<file path="src/rtl/uart_rx_deserializer_pkg.sv">
// Shared definitions for the UART receive path.
//   - rx_state_t : receiver FSM state encodings
//   - MID_FIRST / MID_LAST / BIT_END : tick positions within one bit
//   - DB_* : cfg_data_bits encodings, plus a helper that maps them to the
//     index of the last data bit
package uart_rx_deserializer_pkg;

    typedef enum logic [2:0] {
        ST_IDLE   = 3'd0,
        ST_START  = 3'd1,
        ST_DATA   = 3'd2,
        ST_PARITY = 3'd3,
        ST_STOP   = 3'd4
    } rx_state_t;

    localparam logic [3:0] MID_FIRST = 4'd7;
    localparam logic [3:0] MID_MID   = 4'd8;
    localparam logic [3:0] MID_LAST  = 4'd9;
    localparam logic [3:0] BIT_END   = 4'd15;

    localparam logic [1:0] DB_5 = 2'b00;
    localparam logic [1:0] DB_6 = 2'b01;
    localparam logic [1:0] DB_7 = 2'b10;
    localparam logic [1:0] DB_8 = 2'b11;

    // Index of the final data bit for a given data-bits encoding.
    function automatic logic [2:0] last_bit_idx(input logic [1:0] db);
        case (db)
            DB_5:    return 3'd4;
            DB_6:    return 3'd5;
            DB_7:    return 3'd6;
            default: return 3'd7;
        endcase
    endfunction

endpackage

</file>
<file path="src/rtl/uart_rx_sync.sv">
// Serial-input synchroniser and mid-bit majority voter.
//   clk_i, rst_i : clock, async active-high reset
//   tick_i       : 16x oversample tick
//   rxd_i        : raw asynchronous serial line
//   cnt_i        : tick position within the current bit
//   rxs_o        : synchronised line value
//   vote_o       : majority of rxs at ticks 7, 8 and 9; valid while cnt_i == 9
module uart_rx_sync
    import uart_rx_deserializer_pkg::*;
#(
    parameter int SYNC_STAGES = 2
) (
    input  logic       clk_i,
    input  logic       rst_i,
    input  logic       tick_i,
    input  logic       rxd_i,
    input  logic [3:0] cnt_i,
    output logic       rxs_o,
    output logic       vote_o
);

    logic [SYNC_STAGES-1:0] sync_q;
    logic                   s7_q;
    logic                   s8_q;

    // Line idles high, so reset the chain to 1 to avoid a phantom start bit.
    always_ff @(posedge clk_i or posedge rst_i) begin
        if (rst_i) begin
            sync_q <= '1;
        end else begin
            sync_q <= {sync_q[SYNC_STAGES-2:0], rxd_i};
        end
    end

    assign rxs_o = sync_q[SYNC_STAGES-1];

    always_ff @(posedge clk_i or posedge rst_i) begin
        if (rst_i) begin
            s7_q <= 1'b1;
            s8_q <= 1'b1;
        end else if (tick_i) begin
            if (cnt_i == MID_FIRST) s7_q <= rxs_o;
            if (cnt_i == MID_MID)   s8_q <= rxs_o;
        end
    end

    // Third sample is the live rxs at the decision tick.
    assign vote_o = (s7_q & s8_q) | (s7_q & rxs_o) | (s8_q & rxs_o);

endmodule

</file>
<file path="src/rtl/uart_rx_deserializer.sv">
// UART receive deserializer: start validation, data shift, parity and stop
// checks, one parallel byte per frame.
//   clk, rst         : clock, async active-high reset
//   rx_data_sample   : 16x oversample tick
//   rx_en            : receiver enable (low forces IDLE)
//   rxd              : serial line, idles high
//   cfg_*            : frame format, latched at the start bit
//   rx_data          : received word, unused upper bits 0
//   rx_valid         : one-clk pulse when rx_data/flags update
//   parity_err       : parity mismatch in last frame
//   frame_err        : a stop bit sampled low in last frame
//   rx_busy          : receiver not in IDLE
module uart_rx_deserializer
    import uart_rx_deserializer_pkg::*;
#(
    parameter int OVERSAMPLE  = 16,
    parameter int SYNC_STAGES = 2
) (
    input  logic       clk,
    input  logic       rst,
    input  logic       rx_data_sample,
    input  logic       rx_en,
    input  logic       rxd,
    input  logic [1:0] cfg_data_bits,
    input  logic       cfg_parity_en,
    input  logic       cfg_parity_odd,
    input  logic       cfg_stop2,
    output logic [7:0] rx_data,
    output logic       rx_valid,
    output logic       parity_err,
    output logic       frame_err,
    output logic       rx_busy
);

    localparam logic [3:0] CNT_END = 4'(OVERSAMPLE - 1);

    rx_state_t  state_q, state_d;
    logic [3:0] cnt_q, cnt_d;
    logic [2:0] bit_idx_q, bit_idx_d;
    logic [7:0] shift_q, shift_d;
    logic       perr_q, perr_d;
    logic       ferr_q, ferr_d;
    logic       stop_sec_q, stop_sec_d;
    logic       brk_q, brk_d;
    logic [1:0] db_q, db_d;
    logic       pen_q, pen_d;
    logic       podd_q, podd_d;
    logic       stop2_q, stop2_d;
    logic [7:0] rx_data_q, rx_data_d;
    logic       rx_valid_q, rx_valid_d;
    logic       parity_err_q, parity_err_d;
    logic       frame_err_q, frame_err_d;

    logic rxs;
    logic vote;
    logic ferr_now;

    uart_rx_sync #(
        .SYNC_STAGES(SYNC_STAGES)
    ) u_sync (
        .clk_i  (clk),
        .rst_i  (rst),
        .tick_i (rx_data_sample),
        .rxd_i  (rxd),
        .cnt_i  (cnt_q),
        .rxs_o  (rxs),
        .vote_o (vote)
    );

    always_ff @(posedge clk or posedge rst) begin
        if (rst) begin
            state_q      <= ST_IDLE;
            cnt_q        <= '0;
            bit_idx_q    <= '0;
            shift_q      <= '0;
            perr_q       <= 1'b0;
            ferr_q       <= 1'b0;
            stop_sec_q   <= 1'b0;
            brk_q        <= 1'b0;
            db_q         <= DB_8;
            pen_q        <= 1'b0;
            podd_q       <= 1'b0;
            stop2_q      <= 1'b0;
            rx_data_q    <= '0;
            rx_valid_q   <= 1'b0;
            parity_err_q <= 1'b0;
            frame_err_q  <= 1'b0;
        end else begin
            state_q      <= state_d;
            cnt_q        <= cnt_d;
            bit_idx_q    <= bit_idx_d;
            shift_q      <= shift_d;
            perr_q       <= perr_d;
            ferr_q       <= ferr_d;
            stop_sec_q   <= stop_sec_d;
            brk_q        <= brk_d;
            db_q         <= db_d;
            pen_q        <= pen_d;
            podd_q       <= podd_d;
            stop2_q      <= stop2_d;
            rx_data_q    <= rx_data_d;
            rx_valid_q   <= rx_valid_d;
            parity_err_q <= parity_err_d;
            frame_err_q  <= frame_err_d;
        end
    end

    always_comb begin
        state_d      = state_q;
        cnt_d        = cnt_q;
        bit_idx_d    = bit_idx_q;
        shift_d      = shift_q;
        perr_d       = perr_q;
        ferr_d       = ferr_q;
        stop_sec_d   = stop_sec_q;
        brk_d        = brk_q;
        db_d         = db_q;
        pen_d        = pen_q;
        podd_d       = podd_q;
        stop2_d      = stop2_q;
        rx_data_d    = rx_data_q;
        rx_valid_d   = 1'b0;
        parity_err_d = parity_err_q;
        frame_err_d  = frame_err_q;
        ferr_now     = ferr_q | ~vote;

        if (!rx_en) begin
            state_d = ST_IDLE;
            cnt_d   = '0;
        end else if (rx_data_sample) begin
            cnt_d = cnt_q + 4'd1;
            case (state_q)
                ST_IDLE: begin
                    cnt_d = '0;
                    // After a break, wait for the line to go high once
                    // before trusting a low as a new start bit.
                    if (brk_q) begin
                        if (rxs) brk_d = 1'b0;
                    end else if (!rxs) begin
                        state_d    = ST_START;
                        shift_d    = '0;
                        perr_d     = 1'b0;
                        ferr_d     = 1'b0;
                        stop_sec_d = 1'b0;
                        db_d       = cfg_data_bits;
                        pen_d      = cfg_parity_en;
                        podd_d     = cfg_parity_odd;
                        stop2_d    = cfg_stop2;
                    end
                end
                ST_START: begin
                    if (cnt_q == MID_LAST && vote) begin
                        state_d = ST_IDLE;
                        cnt_d   = '0;
                    end else if (cnt_q == CNT_END) begin
                        state_d   = ST_DATA;
                        bit_idx_d = '0;
                    end
                end
                ST_DATA: begin
                    if (cnt_q == MID_LAST) shift_d[bit_idx_q] = vote;
                    if (cnt_q == CNT_END) begin
                        if (bit_idx_q == last_bit_idx(db_q)) begin
                            state_d = pen_q ? ST_PARITY : ST_STOP;
                        end else begin
                            bit_idx_d = bit_idx_q + 3'd1;
                        end
                    end
                end
                ST_PARITY: begin
                    // Unused upper shift bits are 0, so a full-width XOR is safe.
                    if (cnt_q == MID_LAST) perr_d = (^shift_q) ^ vote ^ podd_q;
                    if (cnt_q == CNT_END)  state_d = ST_STOP;
                end
                ST_STOP: begin
                    if (cnt_q == MID_LAST) begin
                        // Leave mid-stop-bit so an immediate next start edge is seen.
                        if (!stop2_q || stop_sec_q) begin
                            state_d      = ST_IDLE;
                            cnt_d        = '0;
                            rx_valid_d   = 1'b1;
                            rx_data_d    = shift_q;
                            parity_err_d = perr_q;
                            frame_err_d  = ferr_now;
                            brk_d        = ~vote;
                        end else begin
                            ferr_d = ferr_now;
                        end
                    end else if (cnt_q == CNT_END) begin
                        stop_sec_d = 1'b1;
                    end
                end
                default: begin
                    state_d = ST_IDLE;
                    cnt_d   = '0;
                end
            endcase
        end
    end

    assign rx_data    = rx_data_q;
    assign rx_valid   = rx_valid_q;
    assign parity_err = parity_err_q;
    assign frame_err  = frame_err_q;
    assign rx_busy    = (state_q != ST_IDLE);

endmodule

</file>
<file path="config.mk">
export PLATFORM = sky130hd
export DESIGN_NAME = uart_rx_deserializer
export DESIGN_NICKNAME = d
export VERILOG_FILES = /design/src/rtl/uart_rx_deserializer_pkg.sv /design/src/rtl/uart_rx_sync.sv /design/src/rtl/uart_rx_deserializer.sv
export SDC_FILE = /design/constraint.sdc
export NUM_CORES = 1
export LEC_CHECK = 0
export ABC_AREA = 1
export BUFFER_PORTS_ARGS = -buffer_cell sky130_fd_sc_hd__buf_2
export CELL_PAD_IN_SITES_DETAIL_PLACEMENT = 0
export CELL_PAD_IN_SITES_GLOBAL_PLACEMENT = 2
export CORE_AREA = 3 3 88 90
export CTS_BUF_LIST = sky130_fd_sc_hd__clkbuf_16
export CTS_CLUSTER_DIAMETER = 80
export DETAILED_ROUTE_END_ITERATION = 6
export DIE_AREA = 0 0 91 93
export GPL_ROUTABILITY_DRIVEN = 0
export PLACE_DENSITY_LB_ADDON = 0.1
export SYNTH_ARGS = -nofsm -noshare
export SYNTH_HDL_FRONTEND = slang
export SYNTH_SLANG_ARGS = --single-unit
</file>
<file path="constraint.sdc">
create_clock -name clk -period 1.84 [get_ports clk]
set_clock_uncertainty 0.05 [all_clocks]
set_input_delay 0.276 -clock clk [delete_from_list [all_inputs] [get_ports clk]]
set_output_delay 0.276 -clock clk [all_outputs]
set_load 0.005 [all_outputs]
</file>
# After elaboration in Yosys (flattened, before gate mapping)
# Index checks and enable logic that the tools add are counted.
classes:
  n_addsub: 2
  order_cmp: 2
  n_eq_ne: 33
  muxes: 56
  bitwise: 11
  reduce_logical: 24
ops:
  columns: ["operator", "count"]
  rows:
  - ["$mux 3", 20]
  - ["$ne 2x2->1 const B", 14]
  - ["$mux 8", 3]
  - ["$ne 3x3->1 const B", 7]
  - ["$reduce_and 7->1", 3]
  - ["$mux 4", 5]
  - ["$mux 1", 17]
  - ["$pmux 8 s2", 1]
  - ["$pmux 3 s5", 1]
  - ["$reduce_and 5->1", 3]
  - ["$eq 4x4->1 const B", 3]
  - ["$pmux 4 s3", 1]
  - ["$reduce_and 6->1", 2]
  - ["$reduce_and 9->1", 1]
  - ["$bwmux 8", 1]
  - ["$pmux 1 s2", 4]
  - ["$reduce_bool 2->1", 4]
  - ["$reduce_xor 8->1", 1]
  - ["$eq 3x2->1 const B", 2]
  - ["$pmux 2 s3", 1]
  - ["$pmux 3 s2", 1]
  - ["$add 4x1->4 const B", 1]
  - ["$eq 4x3->1 const B", 1]
  - ["$lt 3x4->1 const B", 1]
  - ["other kinds (21)", 30]
totals:
  reg_bits: 42
  in_bits: 10
  wordCells: 147

# Depth between registers and ports, before layout
logic_depth:
  word_depth: 12
  mapped_depth: 11
  depth_no_buf: 11

# By module
# A second synthesis with hierarchy kept.
unflattened:
  cells_unflattened: 323
  area_unflattened_um2: 2493.6
by_module_without_submodules:
  columns: ["module", "instances", "cells_each", "area_each_um2", "seq_area_each_um2"]
  rows:
  - ["uart_rx_deserializer", 1, 301, 2306.0, 953.4]
  - ["uart_rx_sync", 1, 22, 187.7, 105.1]

# Worst setup path after synthesis
# No wires, ideal clock.
synth_path:
  path_type: "flip-flop to flip-flop"
  from: "reg cnt_q[1]"
  to: "reg state_q[1]"
  arrival_time_ns: 1.372
  required_time_ns: 1.672
  setup_slack_ns: 0.300
  path_stages_with_launch: 12
  synth_period_minus_slack_ns: 1.540
  cell_sequence: "dfrtp_1 > inv_1 > ha_1 > inv_1 > nor2_2 > nand2_1 > nand2_1 > nand2_1 > nor2_2 > nand2_1 > nand3_1 > nand2_1"
synth_between:
  elab_chain_cells: 6
  elab_cells_between_ends: 12
synth_rtl:
  columns: ["item", "line_no", "rtl"]
  rows:
  - ["start: declaration", "uart_rx_deserializer.sv:38", "logic [3:0] cnt_q, cnt_d;"]
  - ["start signal: assignment", "uart_rx_deserializer.sv:90", "cnt_q <= cnt_d;"]
  - ["$eq 4x4->1", "uart_rx_deserializer.sv:152, uart_rx_deserializer.sv:176", null]
  - ["$logic_and 1x1->1", "uart_rx_deserializer.sv:152", "if (cnt_q == MID_LAST && vote) begin"]
  - ["$mux 3", "uart_rx_deserializer.sv:152", null]
  - ["$pmux 3 s5", "uart_rx_deserializer.sv:132", "case (state_q)"]
  - ["$mux 3", "uart_rx_deserializer.sv:130", "end else if (rx_data_sample) begin"]
  - ["$mux 3", "uart_rx_deserializer.sv:127", "if (!rx_en) begin"]
  - ["end signal: assignment", "uart_rx_deserializer.sv:89", "state_q <= state_d;"]
  - ["end: declaration", "uart_rx_deserializer.sv:37", "rx_state_t state_q, state_d;"]
# Parallel ways exist; a longest one is shown, timed or not. The select of a mux whose other input is x is not followed.
# A chain may end at the register's enable or synchronous reset.

==> results.tsv <==
metric	value	unit
Worst Tran Pin Value	0.567	ns
Std-Cell Rows	31	
critical path's slowest cell	dfrtp_2	
I/O pin count	22	
die area	0.00846	mm^2
number of flops mapped to enable cells by yosys	0	
Setup crit end kind	register	
Mapped Cells	324	
Netlist cell types	32	
final wirelength	5250	um
# diodes	0	
Die H	93	um
Starting Density	33.4	%
sequential fraction of design power	46.0	%
clock buffer depth	2	
Worst Hold Class	primary input to register	
total track usage	13.3	%
Cell Area, Placed	0.00259	mm^2
Tmin final	1.67	ns
RSZ-0062 raised after global routing	no	
MaxCap Viol Count	0	
critical-path cell list	ha_1, nand2_1, inv_1, nand2_1, a21oi_2, nand2_2, nor2_4, inv_2, nand2_1, nand2_1	
initial antenna violation count	0	
vias per cell	4.47	
most common flop cell mapped by yosys	dfrtp_1	
post-route cell area	0.00277	mm^2
Max FO, Critical Path	6	
Layout area overhead	16.1	%
Worst-Skew Late Latency	0.28	ns
fin util	38.8	%
Yosys reg bits	42	
switch share	28.3	%
status	completed	
most frequent cell after synthesis	nand2_1	
Post-synth top cells	nand2_1 (130), dfrtp_1 (36), nand3_1 (31)	
CP most frequent cell	nand2_1	
Via Count	2006	
sequential area share after synthesis	44.4	%
Max VDD drop	0.440	mV
root buf cell	clkbuf_16	
CTS buffer count	5	
TritonCTS clock tree	done	
Power Total	2220	uW
Reg clk slew, reported paths	0.07	ns
number of remaining DRC errors	0	
Worst Path Buf+Inv	2	
antenna viol nets, final	0	
wire per inst	11.7	um
Synth area leaders	dfrtp_1 (38%), nand2_1 (20%), dfstp_2 (6.6%), nand3_1 (6.5%), inv_1 (4.6%)	
Int Pwr	1590	uW
final period utilization	90.5	%
Fmax	0.601	GHz
Setup CP Type	register to register	
nets	363	
first-pass GRT wire length	9100	um
pwr/cell area	801	mW/mm^2
yosys warns	0	
Rel. slew slack	62.2	%
crit path DAT	1.79	ns
post-synth net total	338	
Gate power share	14.2	%
initial DRC count	94	
top cell type's share of synthesized area	37.8	%
Sum Neg Setup Slack	0	ns
H-tree depth	2	
# fillers	808	
final count of pins violating max slew	0	
endpoints failing hold	0	
drt pass-1 iters	6	
# clock sinks	42	
Post-DP HPWL	3820	um
most area-hungry cell type in the Yosys netlist	dfrtp_1	
CP required	1.97	ns
GRT overflow	0	
Critical Path Max Stage Delay	0.42	ns
Setup crit start kind	register	
final setup fails	0	
largest net degree at the start of global routing	43	
number of global-route vias before repair	1892	
mapped cell area	0.00238	mm^2
Async S/R FF share, synth	100	%
Top delay family on crit path	simple AND/OR/NAND/NOR gates	
port buffer count	21	
floorplan core area	0.00714	mm^2
die width	91	um
ratio of cells with drive above 1 in the final layout	18.0	%
Clock power frac	39.7	%
synthesized area per cell	7.36	um^2
Leakage	0.00136	uW
Psw	627	uW
cells by family (layout without fill, tap and decap cells):
kind of cell,Yosys count,after routing,synth area share [%]
adders and majority gates,4,4,2.10
xor gates and xnor gates,4,4,1.47
AOI/OAI and AO/OA,33,33,7.66
DFF,42,42,44.4
buffers and inverters,47,72,8.40
and+or+nand+nor,194,195,36.0
flip-flops by register name, summed over array words and instances, names as in the netlist, 2 cells and up:
register and cells:
rx_data 8, db_q 2, state_q 3, cnt_q 4
u_sync.sync_q 2, shift_q 8, bit_idx_q 3
power groups by stage:
stage	combinational [uW]	sequential [uW]	clock [uW]
after global placement	314	1040	0
after detailed placement	312	1040	0
final	316	1020	880
after floorplan	244	1030	0
after CTS	313	1020	915
after global routing	370	1030	956
repair_timing:
| item | CTS | global route |
|---|---|---|
| gates resized for setup | 0 | 6 |
| hold buffers | 0 | 0 |
| hold endpoints to repair | 0 | 0 |
| buffers inserted | 0 | 0 |
| endpoints found under the setup margin | 0 | 12 |
area by class of cell:
cell class                      instances  area [um^2]  share of cell area [%]
Clock inverter                          3         21.3                   0.769
Timing Repair Buffer                   25          135                    4.88
Clock buffer                            5          125                    4.52
Sequential cell                        42         1060                    38.3
Tap cell                               99          124                    4.48
Inverter                               39          149                    5.38
Multi-Input combinational cell        236         1150                    41.7
metal layers:
layer  GRT usage (%)  share of wire, %
met3            2.98               3.5
met1            19.9                56
met2            19.1                40
met5               0                 0
met4            4.15               1.0
worst paths after layout:
kind | cells after the start | slack (ns) | to | from
hold / removal | 1 | 0.03 | u_sync.sync_q[0] | rxd
hold reg to reg | 0 | 0.31 | u_sync.sync_q[1] | u_sync.sync_q[0]
max in group asynchronous | 3 | 1.26 | cnt_q[0] | rst
min in group asynchronous | 3 | 0.08 | frame_err | rst
setup reg to reg | 10 | 0.17 | podd_q | cnt_q[0]
setup / recovery | 10 | 0.17 | podd_q | cnt_q[0]
stage by stage:
stage	setup slack, ns	instances	hold slack (ns)
2_1_floorplan	0.300	324	0.230
3_3_place_gp	0.106	440	0.302
3_5_place_dp	0.0958	440	0.300
4_1_cts	0.0760	448	0.0281
5_1_grt	0.0115	449	0.0246
6_report	0.175	449	0.0337
cell usage in the layout (no fill, tap or decap), types with 2 or more instances in the layout:
cell type and count:
a21oi_1 3, buf_2 21, buf_4 4, clkbuf_16 5
clkinv_1 2, dfrtp_1 35, dfstp_2 6, ha_1 4
inv_1 28, inv_2 8, nand2_1 129, nand2_2 2
nand3_1 31, nand3_2 2, nand3b_1 2, nand4_1 4
nor2_1 15, nor2_4 6, o21ai_0 8, o21ai_1 17
o22ai_1 2, xor2_1 3
No activity file was read; power rests on OpenSTA's default activity.
